$ cat src/rtl/receive_chk_pipe_pkg.sv
// Shared constants for the receive checker: BCD digit limit, frame-lock states,
// and the check-field width needed for a given number of BCD digits.
package receive_chk_pipe_pkg;

  localparam logic [3:0] BCD_DIGIT_MAX = 4'd9;

  typedef enum logic {
    HUNT   = 1'b0,
    LOCKED = 1'b1
  } lock_state_t;

  // Bits required to hold 10^digits-1; 10^digits is never a power of two.
  function automatic int chk_width(input int digits);
    int pow10;
    pow10 = 1;
    for (int i = 0; i < digits; i++) begin
      pow10 = pow10 * 10;
    end
    return $clog2(pow10);
  endfunction

endpackage

$ cat src/rtl/receive_bcd2bin.sv
// Combinational packed-BCD to binary converter with a per-digit validity flag.
// The result is accumulated most-significant digit first at CHK_W bits.
module receive_bcd2bin
  import receive_chk_pipe_pkg::*;
#(
  parameter int DIGITS = 2,
  parameter int CHK_W  = 7
) (
  input  logic [4*DIGITS-1:0] payload,
  output logic [CHK_W-1:0]    bin,
  output logic                bcd_ok
);

  logic [3:0] digit_s;

  // Horner evaluation: bin = bin*10 + digit, flag any nibble above nine.
  always_comb begin
    bin     = {CHK_W{1'b0}};
    bcd_ok  = 1'b1;
    digit_s = 4'd0;
    for (int i = DIGITS - 1; i >= 0; i--) begin
      digit_s = payload[4*i +: 4];
      bin     = CHK_W'(bin * CHK_W'(10)) + CHK_W'(digit_s);
      bcd_ok  = bcd_ok & (digit_s <= BCD_DIGIT_MAX);
    end
  end

endmodule

$ cat src/rtl/receive_chk_pipe.sv
// Two-stage valid/ready receive checker: BCD payload vs binary check field,
// frame-lock FSM and saturating error counter (counter built under RECEIVE_ERR_CNT_EN).
module receive_chk_pipe
  import receive_chk_pipe_pkg::*;
#(
  parameter int DIGITS   = 2,
  parameter int CHK_W    = 7,
  parameter int SYNC_CNT = 4,
  parameter int LOSS_CNT = 3,
  parameter int CNT_W    = 8
) (
  input  logic                      clk,
  input  logic                      rst_n,
  input  logic                      in_valid,
  output logic                      in_ready,
  input  logic [CHK_W+4*DIGITS-1:0] in_data,
  output logic                      out_valid,
  input  logic                      out_ready,
  output logic [4*DIGITS-1:0]       out_data,
  output logic                      out_ok,
  output logic                      lock,
  output logic [CNT_W-1:0]          err_cnt
);

  localparam int PW      = 4 * DIGITS;
  localparam int MAX_RUN = (SYNC_CNT > LOSS_CNT) ? SYNC_CNT : LOSS_CNT;
  localparam int RUN_W   = $clog2(MAX_RUN + 1);

  logic                  adv_s;
  logic                  hs_s;
  logic                  s1_valid_r;
  logic [CHK_W+PW-1:0]   s1_data_r;
  logic [PW-1:0]         s1_payload_s;
  logic [CHK_W-1:0]      s1_check_s;
  logic [CHK_W-1:0]      bin_s;
  logic                  bcd_ok_s;
  logic                  ok_s;
  lock_state_t           state_r;
  lock_state_t           state_nxt_s;
  logic [RUN_W-1:0]      run_r;
  logic [RUN_W-1:0]      run_nxt_s;
  logic [RUN_W-1:0]      run_inc_s;

  // Both stages share one stall: the pipe moves whenever the output slot frees up.
  assign adv_s        = !out_valid || out_ready;
  assign in_ready     = adv_s;
  assign hs_s         = out_valid && out_ready;
  assign s1_payload_s = s1_data_r[PW-1:0];
  assign s1_check_s   = s1_data_r[PW +: CHK_W];
  assign ok_s         = bcd_ok_s && (bin_s == s1_check_s);
  assign run_inc_s    = run_r + RUN_W'(1);

  receive_bcd2bin #(
    .DIGITS (DIGITS),
    .CHK_W  (CHK_W)
  ) u_bcd2bin (
    .payload (s1_payload_s),
    .bin     (bin_s),
    .bcd_ok  (bcd_ok_s)
  );

  // Stage 1: capture the incoming word; a bubble only clears the valid bit.
  always_ff @(posedge clk or negedge rst_n) begin
    if (!rst_n) begin
      s1_valid_r <= 1'b0;
      s1_data_r  <= {(CHK_W+PW){1'b0}};
    end else if (adv_s) begin
      s1_valid_r <= in_valid;
      if (in_valid) begin
        s1_data_r <= in_data;
      end
    end
  end

  // Stage 2: output slot holding payload and check verdict.
  always_ff @(posedge clk or negedge rst_n) begin
    if (!rst_n) begin
      out_valid <= 1'b0;
      out_data  <= {PW{1'b0}};
      out_ok    <= 1'b0;
    end else if (adv_s) begin
      out_valid <= s1_valid_r;
      if (s1_valid_r) begin
        out_data <= s1_payload_s;
        out_ok   <= ok_s;
      end
    end
  end

  // Frame-lock next state: counts consecutive good (HUNT) or bad (LOCKED) handshakes.
  always_comb begin
    state_nxt_s = state_r;
    run_nxt_s   = run_r;
    if (hs_s) begin
      case (state_r)
        HUNT: begin
          if (out_ok) begin
            if (run_inc_s >= RUN_W'(SYNC_CNT)) begin
              state_nxt_s = LOCKED;
              run_nxt_s   = {RUN_W{1'b0}};
            end else begin
              run_nxt_s = run_inc_s;
            end
          end else begin
            run_nxt_s = {RUN_W{1'b0}};
          end
        end
        LOCKED: begin
          if (!out_ok) begin
            if (run_inc_s >= RUN_W'(LOSS_CNT)) begin
              state_nxt_s = HUNT;
              run_nxt_s   = {RUN_W{1'b0}};
            end else begin
              run_nxt_s = run_inc_s;
            end
          end else begin
            run_nxt_s = {RUN_W{1'b0}};
          end
        end
        default: begin
          state_nxt_s = HUNT;
          run_nxt_s   = {RUN_W{1'b0}};
        end
      endcase
    end else begin
      state_nxt_s = state_r;
      run_nxt_s   = run_r;
    end
  end

  // FSM state, run counter and lock flag; lock tracks the state on the same edge.
  always_ff @(posedge clk or negedge rst_n) begin
    if (!rst_n) begin
      state_r <= HUNT;
      run_r   <= {RUN_W{1'b0}};
      lock    <= 1'b0;
    end else begin
      state_r <= state_nxt_s;
      run_r   <= run_nxt_s;
      lock    <= (state_nxt_s == LOCKED);
    end
  end

`ifdef RECEIVE_ERR_CNT_EN
  localparam logic [CNT_W-1:0] ERR_MAX = {CNT_W{1'b1}};

  // Bad-word counter, saturating rather than wrapping.
  always_ff @(posedge clk or negedge rst_n) begin
    if (!rst_n) begin
      err_cnt <= {CNT_W{1'b0}};
    end else if (hs_s && !out_ok && (err_cnt != ERR_MAX)) begin
      err_cnt <= err_cnt + CNT_W'(1);
    end
  end
`else
  assign err_cnt = {CNT_W{1'b0}};
`endif

endmodule

$ cat config.mk
export PLATFORM = sky130hd
export DESIGN_NAME = receive_chk_pipe
export DESIGN_NICKNAME = d
export VERILOG_FILES = /design/src/rtl/receive_chk_pipe_pkg.sv /design/src/rtl/receive_bcd2bin.sv /design/src/rtl/receive_chk_pipe.sv
export SDC_FILE = /design/constraint.sdc
export NUM_CORES = 1
export LEC_CHECK = 0
export CORE_UTILIZATION = 47
export DETAILED_ROUTE_END_ITERATION = 8
export GPL_TIMING_DRIVEN = 0
export MAX_ROUTING_LAYER = met4
export PLACE_DENSITY = 0.76
export SLEW_MARGIN = 20
export SYNTH_ARGS = -nofsm -noshare
export SYNTH_HDL_FRONTEND = slang
export SYNTH_HIERARCHICAL = 1
export SYNTH_SLANG_ARGS = --single-unit
$ cat constraint.sdc
create_clock -name clk -period 6.2 [get_ports clk]
set_input_delay 1.55 -clock clk [delete_from_list [all_inputs] [get_ports clk]]
set_output_delay 1.55 -clock clk [all_outputs]
set_load 0.02 [all_outputs]
Word-level counts from Yosys, hierarchy flattened --
Cells that the tools add are included.
Storage, ports and cells: flip-flop bits (word level) 30, output and inout port bits 20
Operators by class: add/sub/neg operators 2, $mul 1, magnitude comparators 4, equal/unequal tests 1, mux-type cells 10, bitwise gates (word level) 2, reduce and logical (&&, ||, !) cells 6
Operator list (number):
- 3-bit 2-to-1 mux | 4
- 4-bit less-or-equal comparator (second input constant) | 2
- 7-bit by 4-bit adder with 7-bit output | 1
- 7-bit == test | 1
- 4-bit by 3-bit multiplier with 6-bit output (second input constant) | 1
- 3-bit one-hot mux with 2 select lines | 1
- 1-bit 2-to-1 mux | 4
- 2-bit AND reduction | 2
- 3-bit by 1-bit adder with 3-bit output (second input constant) | 1
- 3-bit by 2-bit >= comparator with 1-bit output (second input constant) | 1
- 3-bit >= comparator (second input constant) | 1
- 1-bit logical AND | 2
- 1-bit one-hot mux with 2 select lines | 1
- 1-bit AND | 1
- 1-bit zero test | 1
- 1-bit logical OR | 1
- 1-bit inverter | 1

Depth between registers and ports, before layout --
depth after elaboration 5, gate-level depth with buffers 9, depth with buffers taken out 9

Hierarchy --
The synthesis kept the hierarchy.
By module, submodules not included:
- receive_chk_pipe | instances 1, cells each 99, area an instance 1381.3 sq um, seq. area each 750.7 sq um
- receive_bcd2bin | instances 1, cells each 28, area an instance 242.7 sq um, seq. area each 0.0 sq um

Least setup slack after synthesis --
No wires, ideal clock.
kind input to output, from input out_ready, to output in_ready, data arrival time 1.828 ns, data required time 4.650 ns, slack 2.822 ns, stages 2, path through nand2b_1 > buf_6
Between the ends: word-level cells in the longest chain between the ends 1
RTL lines:
- start, declared | RTL line receive_chk_pipe.sv:18 | input logic out_ready,
- 1-bit logical OR | RTL line receive_chk_pipe.sv:45 | assign adv_s = !out_valid || out_ready;
- end, declared | RTL line receive_chk_pipe.sv:15 | output logic in_ready,
Every way passes these cells.

Worst setup path after layout --
Same ends and word-level chain as after synthesis.

==> impl_metrics.tcl <==
set metrics [dict create \
    overflow 0 \
    ys_ff_latch 30 \
    cp_num_cells 4 \
    start_kind "input port" \
    ios 39 \
    synth.avg_cell_area_um2 12.79 \
    drc_errors 0 \
    dieArea_um2 3695 \
    root_buffer "clkbuf_4" \
    insertion_delay_ps 320 \
    htreeDepth 2 \
    crit_top_cell "clkdlybuf4s50_1" \
    drive_gt1_frac 0.2733 \
    path_cells "clkdlybuf4s50_1, nand2b_1, buf_6, clkdlybuf4s50_1" \
    worst_pin_slew_ps 671.0 \
    power_uw 655.9 \
    seq_area_frac_synth 0.4622 \
    cts.sinks 30 \
    use_met2 0.3375 \
    cts_tree "done" \
    finalMaxSlewViolations 0 \
    numCtsBuffers 5 \
    crit_buf_inv 3 \
    endpoint_kind "output port" \
    gp_congestion 0.7014 \
    die_w_um 60.79 \
    drt-vias-per-instance 4.792 \
    path_class "input port to output port" \
    syn_inst 127 \
    ys_types 31 \
    hold_buffers 0 \
    synth_top_cell_by_area "dfrtp_1" \
    rsz0062_at_grt "false" \
    fmax_mhz 224.9 \
    syn_area_um2 1624 \
    grt_pass1_vias 1069 \
    synth_most_common_cell "dfrtp_1" \
    p_per_area_nw_per_um2 318.3 \
    cp_slowest_cell "clkdlybuf4s50_1" \
    gr-usage-met1 0.1744 \
    placeableCoreArea_um2 3153 \
    max-cap-violations 0 \
    drt_iter0_drc 27 \
    fp-row-count 20 \
    synth_top_area_frac 0.4622 \
    slowest_delay_ps 590 \
    multi_input_area_um2 787.0 \
    dieHeight_um 60.79 \
    ys_async_sr_fraction 1.000 \
    hold_viol 0 \
    grt_util_all_layers 0.1783 \
    cp_top_family "buffers and inverters" \
    antennaDiodeCount 0 \
    wire_per_inst_um 12.75 \
    status "finished clean" \
    synth_edf_count 0 \
    dpl.hpwl_um 2140 \
    final_cells 216 \
    seq_area_um2 750.7 \
    worst-endpoint-required_ps 4650 \
    ant_nets 0 \
    fillers 286 \
    dominantRegCellSynth "dfrtp_1" \
    grt_max_degree 31 \
    antenna_found_initial 0 \
    busiest_layer "met2" \
    vias 1035 \
    syn_to_final_growth_pct 26.89 \
    ys_warn_count 6 \
    start_util 0.5151 \
    finalCritPeriodShare 0.7171 \
    ir_drop_mv 0.2566 \
    ys_top_cells_by_area "dfrtp_1 (46%), mux2_2 (9.7%), mux2_4 (8.3%)" \
    finalWirelength_um 2753 \
    synthTopCellsByCount "dfrtp_1 (30), mux2_2 (14), buf_4 (9), mux2_4 (9)" \
    cts_setup_buffers 0 \
    grt_util_met3 0.05970 \
    setup_tns_ps 0 \
    clock_path_buffers 2 \
    reg2reg_depth 9 \
    finalClockSkew_ps 6.073 \
    hold_slack_ps 519.3 \
    setup_viol 0 \
    port_buffers 30 \
    dp_cells 208 \
    dr.pass1.iters 4 \
    post_cts_resized 0 \
    finalNetCount 200 \
    clkTransAtPathRegs_ps 90 \
    min_path_cells 1 \
    grt_pass1_wl_um 4533 \
    worstHoldPathType "register to register" \
    final_period_minus_worst_setup_slack_ps 4446 \
    power.leakage_uw 0.0009554 \
    path_max_fanout 6 \
    cp.arrival_ps 2900 \
    slew_headroom 0.5527 \
]
==> layout by cell type, fill, tap and decap left out, types with 2 or more instances in the layout <==
cell / count
clkbuf_4: 5
nor2b_1: 2
xor2_1: 8
conb_1: 8
mux2_4: 9
buf_6: 2
xnor2_1: 6
clkdlybuf4s50_1: 29
fa_1: 2
inv_1: 6
nand2_1: 5
o21ai_0: 4
and2_1: 2
ha_1: 8
nor2_1: 4
mux2_2: 14
buf_4: 9
dfrtp_1: 30
==> flip-flops by register name (all words and copies together), names as in the netlist <==
signal / count
state_r: 1
out_valid: 1
out_data: 8
s1_data_r: 15
run_r: 3
out_ok: 1
s1_valid_r: 1
==> where the power goes <==
| part | switching (uW) | internal [uW] | total [uW] |
|---|---|---|---|
| registers | 30.2 | 235 | 265 |
| logic | 124 | 148 | 273 |
| clock network | 63.5 | 54.9 | 118 |
==> worst reg2reg max path, stage by stage (launching register included) <==
cell	delay (ps)
dfrtp_1	450
ha_1	320
ha_1	220
fa_1	530
nand2_1	70
nor3_2	190
xnor2_1	150
xor2_1	160
nor2_1	70
a32o_1	240
==> kinds of logic (layout without fill, tap and decap cells) <==
| kind of cell | after synthesis | after routing | share of synthesized area |
|---|---|---|---|
| AO/OA/AOI/OAI | 12 | 12 | 0.05470 |
| XOR/XNOR | 14 | 14 | 0.07550 |
| flip-flops | 30 | 30 | 0.4622 |
| multiplexers | 23 | 23 | 0.1803 |
| AND/OR/NAND/NOR | 20 | 20 | 0.06934 |
| buffers and inverters | 17 | 55 | 0.06933 |
| adder cells (fa/ha/maj) | 10 | 10 | 0.08629 |
| other | 1 | 8 | 0.002309 |
==> cell type report <==
type / count / share of cell area
inverter: 6 / 0.01093
tap: 44 / 0.02672
timing repair buffer: 30 / 0.1433
clock buffer: 7 / 0.02672
buffer: 11 / 0.04372
sequential: 30 / 0.3643
clock inverter: 1 / 0.002429
multi-input combinational: 87 / 0.3819
==> worst paths after layout <==
check,startpoint,endpoint,slack (ps)
worst max-delay path,out_ready,in_ready,1750
worst min-delay path,out_data[2]$_DFFE_PN0P_,out_data[2]$_DFFE_PN0P_,520
worst max register to register,s1_data_r[5]$_DFFE_PN0P_,out_ok$_DFFE_PN0P_,3690
worst min register to register,out_data[2]$_DFFE_PN0P_,out_data[2]$_DFFE_PN0P_,520
max in group asynchronous,rst_n,out_data[0]$_DFFE_PN0P_,4510
min in group asynchronous,rst_n,s1_data_r[1]$_DFFE_PN0P_,1260
==> per-stage QoR <==
stage	setup slack, ps	util	area (um^2)
floorplan	2822	-	1650
global placement	1763	0.6361	2006
detailed placement	1759	0.6345	2001
CTS	1753	0.6536	2061
global route	1675	0.6536	2061
finish	1754	0.6536	2061
==> metal layers <==
metal  up-vias  wire length [um]
met5         -                 0
met4         0                 0
met3         0               165
met2        34              1497
met1       499              1090
li1        502                 -
(Power assumes the default switching activity.)
